<file path="src/rtl/mem_stage_lsu.sv">
// Purpose: M-stage load/store unit; turns loads/stores into req/ack data-memory transactions.
// Latency: request one cycle after the access is presented; load data registered the cycle after ack.
// Backpressure: stall_m_o holds the pipeline from access issue until ack; misaligned accesses never stall.
// Optional: LSU_MISALIGN_CHECK_EN enables misaligned half/word detection and suppression.
module mem_stage_lsu #(
  parameter int ADDRESS_WIDTH = 32,
  parameter int DATA_WIDTH    = 32
) (
  input  logic                     clk,
  input  logic                     rst_n,
  input  logic                     mem_read_m_i,
  input  logic                     mem_write_m_i,
  input  logic [2:0]               funct3_m_i,
  input  logic [ADDRESS_WIDTH-1:0] alu_result_m_i,
  input  logic [DATA_WIDTH-1:0]    write_data_m_i,
  output logic                     dmem_req_o,
  output logic                     dmem_we_o,
  output logic [ADDRESS_WIDTH-1:0] dmem_addr_o,
  output logic [DATA_WIDTH-1:0]    dmem_wdata_o,
  output logic [3:0]               dmem_be_o,
  input  logic                     dmem_ack_i,
  input  logic [DATA_WIDTH-1:0]    dmem_rdata_i,
  output logic [DATA_WIDTH-1:0]    read_data_m_o,
  output logic                     stall_m_o,
  output logic                     misaligned_m_o
);

  typedef enum logic [1:0] {IDLE, REQ, DONE} state_t;

  state_t state_q, state_d;

  logic       access;
  logic       start;
  logic [1:0] size;
  logic [1:0] addr_lo;
  logic [3:0] be_d;
  logic [DATA_WIDTH-1:0] wdata_d;

  // Captured load type and lane for the outstanding transaction
  logic [1:0] size_q;
  logic       unsigned_q;
  logic [1:0] lo_q;
  logic [7:0]  load_byte;
  logic [15:0] load_half;
  logic [DATA_WIDTH-1:0] load_ext;

  assign access  = mem_read_m_i | mem_write_m_i;
  assign addr_lo = alu_result_m_i[1:0];
  // Size encoding 11 has no RV32I meaning; treat it as a full word
  assign size    = (funct3_m_i[1:0] == 2'b11) ? 2'b10 : funct3_m_i[1:0];

`ifdef LSU_MISALIGN_CHECK_EN
  assign misaligned_m_o = access &
                          (((size == 2'b01) & addr_lo[0]) |
                           ((size == 2'b10) & (addr_lo != 2'b00)));
`else
  assign misaligned_m_o = 1'b0;
`endif

  assign start     = (state_q == IDLE) & access & ~misaligned_m_o;
  assign stall_m_o = start | (state_q == REQ);

  // Byte enables and lane-replicated store data for the presented access
  always_comb begin
    be_d    = 4'b1111;
    wdata_d = write_data_m_i;
    case (size)
      2'b00: begin
        be_d    = 4'b0001 << addr_lo;
        wdata_d = {4{write_data_m_i[7:0]}};
      end
      2'b01: begin
        be_d    = addr_lo[1] ? 4'b1100 : 4'b0011;
        wdata_d = {2{write_data_m_i[15:0]}};
      end
      default: begin
        be_d    = 4'b1111;
        wdata_d = write_data_m_i;
      end
    endcase
  end

  // Next-state logic for the transaction sequencer
  always_comb begin
    state_d = state_q;
    case (state_q)
      IDLE:    if (start) state_d = REQ;
      REQ:     if (dmem_ack_i) state_d = DONE;
      DONE:    state_d = IDLE;
      default: state_d = IDLE;
    endcase
  end

  // State register
  always_ff @(posedge clk or negedge rst_n) begin
    if (!rst_n) state_q <= IDLE;
    else        state_q <= state_d;
  end

  // Request outputs: captured at issue, held through REQ, request dropped on ack
  always_ff @(posedge clk or negedge rst_n) begin
    if (!rst_n) begin
      dmem_req_o   <= 1'b0;
      dmem_we_o    <= 1'b0;
      dmem_addr_o  <= '0;
      dmem_wdata_o <= '0;
      dmem_be_o    <= 4'b0000;
      size_q       <= 2'b00;
      unsigned_q   <= 1'b0;
      lo_q         <= 2'b00;
    end else if (start) begin
      dmem_req_o   <= 1'b1;
      dmem_we_o    <= mem_write_m_i;
      dmem_addr_o  <= {alu_result_m_i[ADDRESS_WIDTH-1:2], 2'b00};
      dmem_wdata_o <= wdata_d;
      dmem_be_o    <= be_d;
      size_q       <= size;
      unsigned_q   <= funct3_m_i[2];
      lo_q         <= addr_lo;
    end else if ((state_q == REQ) && dmem_ack_i) begin
      dmem_req_o   <= 1'b0;
    end
  end

  // Lane select and sign/zero extension of the returned word
  always_comb begin
    load_byte = dmem_rdata_i[7:0];
    case (lo_q)
      2'b00:   load_byte = dmem_rdata_i[7:0];
      2'b01:   load_byte = dmem_rdata_i[15:8];
      2'b10:   load_byte = dmem_rdata_i[23:16];
      default: load_byte = dmem_rdata_i[31:24];
    endcase
    load_half = lo_q[1] ? dmem_rdata_i[31:16] : dmem_rdata_i[15:0];
    case (size_q)
      2'b00:   load_ext = {{24{load_byte[7] & ~unsigned_q}}, load_byte};
      2'b01:   load_ext = {{16{load_half[15] & ~unsigned_q}}, load_half};
      default: load_ext = dmem_rdata_i;
    endcase
  end

  // Load result register: written only by a load ack while a request is outstanding
  always_ff @(posedge clk or negedge rst_n) begin
    if (!rst_n)                                           read_data_m_o <= '0;
    else if ((state_q == REQ) && dmem_ack_i && !dmem_we_o) read_data_m_o <= load_ext;
  end

endmodule

</file>
<file path="config.mk">
export PLATFORM = sky130hd
export DESIGN_NAME = mem_stage_lsu
export DESIGN_NICKNAME = d
export VERILOG_FILES = /design/src/rtl/mem_stage_lsu.sv
export SDC_FILE = /design/constraint.sdc
export NUM_CORES = 1
export LEC_CHECK = 0
export BUFFER_PORTS_ARGS = -buffer_cell sky130_fd_sc_hd__buf_4
export CAP_MARGIN = 20
export CORE_MARGIN = 2
export CORE_UTILIZATION = 43
export DETAILED_ROUTE_END_ITERATION = 10
export PLACE_DENSITY = 0.76
export SETUP_SLACK_MARGIN = 0.1
export SLEW_MARGIN = 5
export SYNTH_ARGS = -nofsm -noshare
export SYNTH_HDL_FRONTEND = slang
export SYNTH_SLANG_ARGS = --single-unit
</file>
<file path="constraint.sdc">
create_clock -name clk -period 1.6 [get_ports clk]
set_clock_uncertainty 0.1 [all_clocks]
set_input_delay 0.24 -clock clk [delete_from_list [all_inputs] [get_ports clk]]
set_output_delay 0.24 -clock clk [all_outputs]
set_load 0.005 [all_outputs]
</file>
# Yosys cells after proc, flatten, opt, wreduce, memory -nomap -nowiden
# Index checks and enable logic that the tools add are counted.
# Widths: inputs -> output; s select.
totals:
  reg_bits: 107
  in_bits: 104
  output_inout_bits: 104
  elab_cells: 46
op_classes:
  eq_ne: 8
  n_shift: 1
  mux: 12
  bitwise: 6
  reduce_logical: 9
ops:
  columns: ["op", "count"]
  rows:
  - ["$pmux 32 s2", 2]
  - ["$pmux 8 s3", 1]
  - ["$mux 16", 1]
  - ["$eq 2x1->1 const B", 4]
  - ["$logic_not 2->1", 4]
  - ["$pmux 4 s2", 1]
  - ["$mux 2", 3]
  - ["$eq 2x2->1 const B", 2]
  - ["$mux 4", 1]
  - ["$ne 2x2->1 const B", 2]
  - ["$pmux 2 s2", 1]
  - ["$shl 1x2->4 const A", 1]
  - ["$and 1x1->1", 3]
  - ["$logic_and 1x1->1", 2]
  - ["$mux 1", 2]
  - ["$or 1x1->1", 2]
  - ["$reduce_and 2->1", 1]
  - ["$reduce_bool 2->1", 1]
  - ["$logic_not 1->1", 1]
  - ["$not 1->1", 1]

# Logic depth before layout (Yosys ltp)
depth:
  word_depth: 4
  mapped_depth: 6
  mapped_depth_nobuf: 4

# Worst setup path before layout
# OpenSTA, ideal clock, no wires.
synth_path:
  kind: "register to register"
  startpoint: "reg lo_q[0]"
  endpoint: "reg read_data_m_o[20]"
  setup_time_ns: 0.121
  arrival_ns: 1.405
  required_ns: 1.379
  setup_slack_ns: -0.026
  path_stages_with_launch: 7
  n_path_buf: 2
  period_less_slack_ns: 1.626
  path_cell_list: "dfrtp_1 > buf_2 > mux2i_1 > o22ai_2 > a211oi_4 > buf_6 > a21oi_2"
synth_via:
  elab_chain_cells: 4
  elab_cells_between_ends: 6
  cone_classes: "eq/ne: 2; mux: 2; bitwise: 1; reduce/logical: 1"
synth_lines:
  columns: ["element", "line_no", "source"]
  rows:
  - ["from (decl)", "42", "logic [1:0] lo_q;"]
  - ["from (signal assigned)", "119", "lo_q <= addr_lo;"]
  - ["$eq 2x2->1, or another cell as far along", "128", "case (lo_q)"]
  - ["$pmux 8 s3 *", "128", null]
  - ["$and 1x1->1 *", "136", "2'b00: load_ext = {{24{load_byte[7] & ~unsigned_q}}, load_byte};"]
  - ["$pmux 32 s2 *", "135", "case (size_q)"]
  - ["to (signal assigned)", "145", "else if ((state_q == REQ) && dmem_ack_i && !dmem_we_o) read_data_m_o <= load_ext;"]
  - ["to (decl)", "23", "output logic [DATA_WIDTH-1:0] read_data_m_o,"]
# Every way passes the cells marked *; elsewhere a longest branch is shown, timed or not.
# A chain may end at the register's enable or synchronous reset.

# Final worst setup path
layout_path:
  startpoint: "reg size_q[1]"
  endpoint: "reg read_data_m_o[31]"
layout_via:
  elab_chain_cells: 2
  elab_cells_between_ends: 3
  cone_classes: "eq/ne: 1; mux: 1; reduce/logical: 1"
layout_lines:
  columns: ["element", "line_no", "source"]
  rows:
  - ["from (decl)", "40", "logic [1:0] size_q;"]
  - ["from (signal assigned)", "117", "size_q <= size;"]
  - ["$eq 2x1->1 / $logic_not 2->1 (equally long branches)", "135", null]
  - ["$pmux 32 s2 *", "135", null]
# Marked as above.

==> reports/metrics.csv <==
metric;value;unit
status;finished with violations;
violations;negative setup slack;
finalHoldViolCount;0;
layout_commonest_cell;buf_4;
setup.worst_path.class;reg -> reg;
clock_latency;0.34;ns
internal_power;9.665;mW
num_rows;38;
mostFrequentLayoutCells;buf_4 (231), nand2_1 (133), dfrtp_1 (106), nor2_1 (40), dlygate4sd3_1 (32);
chipWidth;110.7;um
cts_buffers;9;
grt_usage;26.47;%
grt_overflow;0;
syn_to_final_growth;67.80;%
syn_area_per_cell;9.040;um2
layout-drive-gt1-share;45.86;%
core_area;10980;um2
crit_path_end_kind;flip-flop;
worstPathRequired;1.76;ns
whs;0.02087;ns
rsz0062_at_grt;yes;
synth.distinct_cells;38;
crit_fanout;16;
fillers;731;
period_needed;1.749;ns
cts.sinks;107;
timing.final.ws_setup;-0.1495;ns
grt_pass1_wl;26150;um
power.leakage;4.093;nW
die_h;110.7;um
synth_edf_count;0;
ios;208;
synth_warnings;0;
synthFlopType;dfrtp_1;
avgRoutedWirePerCell;19.19;um
cts.clk_slew.worst_paths;0.07;ns
cellPowerDensity;1902;nW/um2
postLayoutCellArea;8222;um2
dpl.hpwl;11310;um
cts_tree;built;
path_buf_inv;2;
seqPwrFrac;31.5;%
dr_total_vias;5157;
final_cells;962;
die_area;12260;um2
dpl_worst_slack;-0.4484;ns
maxCapViolations;0;
max-vdd-ir-drop;1.239;mV
grt_max_degree;42;
syn_area;4900;um2
start_kind;flip-flop;
synthArstFlopShare;100.0;%
cp.arrival;1.91;ns
cts_root_buf;clkbuf_16;
combPwrFrac;55.1;%
crit_slowest_cell;dfrtp_1;
place_congestion;0.8650;
cts_max_path_buffers;2;
antenna_found_initial;0;
fmax;571.6;MHz
ant_nets;0;
port_buffers;204;
num_antenna_cells;0;
finalWirelength;18460;um
utilization;74.86;%
p_switching;5.972;mW
synth-seq-area-share;54.65;%
drv_slew;0;
synthCells;542;
dp.cells;881;
p_sw_share;38.19;%
cp_top_family;compound AO/OA/AOI/OAI gates;
synth-seq-cells;107;
place_area;6768;um2
tns;-1.525;ns
clockPowerShare;13.3;%
htreeDepth;3;
drc;0;
path_cells;or3_1, o22ai_2, buf_4, a211oi_4, buf_12, a21oi_1;
drt-initial-drc-count;489;
drt_first_pass_iters;5;
setup_viol;23;
period_share;109.3;%
viasPerCell;5.361;
fin_nets;921;
cpPeakStageDelay;0.42;ns
start_util;44.61;%
fin_total_pwr;15.64;mW
grt_pass1_vias;5034;
hp-class;in -> reg;
-- layout make-up --
class | count | area, um2 | share of cell area (%)
multi-input combinational | 394 | 2436 | 29.63
clock buffer | 12 | 246.5 | 2.998
inverter | 7 | 28.78 | 0.3500
tap | 140 | 175.2 | 2.131
timing repair buffer | 298 | 2630 | 31.99
clock inverter | 4 | 26.28 | 0.3196
sequential | 107 | 2679 | 32.58
-- final timing paths --
check                                       startpoint                            end  slack [ns]  cells past startpoint
setup / recovery                 size_q[1]$_DFFE_PN0P_  read_data_m_o[31]$_DFFE_PN0P_       -0.15                      6
min in group asynchronous                        rst_n  read_data_m_o[13]$_DFFE_PN0P_        0.25                      2
setup reg to reg                 size_q[1]$_DFFE_PN0P_  read_data_m_o[31]$_DFFE_PN0P_       -0.15                      6
hold reg to reg            dmem_addr_o[22]$_DFFE_PN0P_    dmem_addr_o[22]$_DFFE_PN0P_        0.38                      2
max in group asynchronous                        rst_n   read_data_m_o[1]$_DFFE_PN0P_        0.55                      3
hold / removal                       write_data_m_i[3]    dmem_wdata_o[3]$_DFFE_PN0P_        0.02                      3
-- synth_stat cells, types with 2 or more instances --
cell type / n / area (um2)
a21oi_2: 11 / 96.34
o22a_1: 5 / 43.79
a21oi_1: 34 / 170.2
nor2_1: 43 / 161.4
o21ai_1: 2 / 10.01
buf_2: 7 / 35.03
nor2b_1: 3 / 18.77
o21ai_0: 33 / 165.2
a31oi_1: 8 / 50.05
nand2b_1: 10 / 62.56
mux2i_1: 32 / 320.3
buf_4: 3 / 22.52
inv_1: 6 / 22.52
a22oi_1: 13 / 97.59
a22o_1: 2 / 17.52
nand2_1: 178 / 668.1
dfrtp_1: 107 / 2678
clkbuf_1: 25 / 93.84
-- tightest hold or removal path, cell delays in order --
cell	delay [ns]
buf_4	0.11
nand2_1	0.05
nand2_1	0.04
-- power by group through the flow --
stage / clock network, mW / logic, mW / registers, mW
after global placement: 0 / 6.23 / 4.84
after floorplan: 0 / 2.91 / 4.88
after CTS: 2.11 / 7.04 / 4.88
after global routing: 2.24 / 9.26 / 5.08
final: 2.09 / 8.62 / 4.93
after detailed placement: 0 / 6.42 / 4.91
-- registers in the layout, summed over array words and instances, names as in the netlist --
name,count
dmem_addr_o,30
dmem_be_o,4
dmem_req_o,1
dmem_wdata_o,32
dmem_we_o,1
lo_q,2
read_data_m_o,32
size_q,2
state_q,2
unsigned_q,1
-- kinds of logic after synthesis --
group | synth area share, %
AND/OR/NAND/NOR | 19.84
AO/OA/AOI/OAI | 14.73
flip-flops | 54.65
buffers and inverters | 3.932
multiplexers | 6.767
other | 0.07654
-- routing by layer --
metal / wire length (um) / vias to the layer above / GRT usage [%]
met3: 1676 / 51 / 7.600
met4: 569 / 0 / 8.917
met5: 0 / - / 0
met2: 9409 / 290 / 45.85
li1: - / 2343 / -
met1: 6803 / 2473 / 31.65
-- repair_timing --
action / 4_1_cts / 5_1_grt
gates cloned: 2 / 12
buffers inserted: 7 / 14
hold endpoints to repair: 50 / 0
hold buffers: 32 / 0
endpoints found under the setup margin: 100 / 78
gates resized for setup: 25 / 111
pin swaps: 3 / 55
Note: power is estimated with default switching activity, not from simulation.
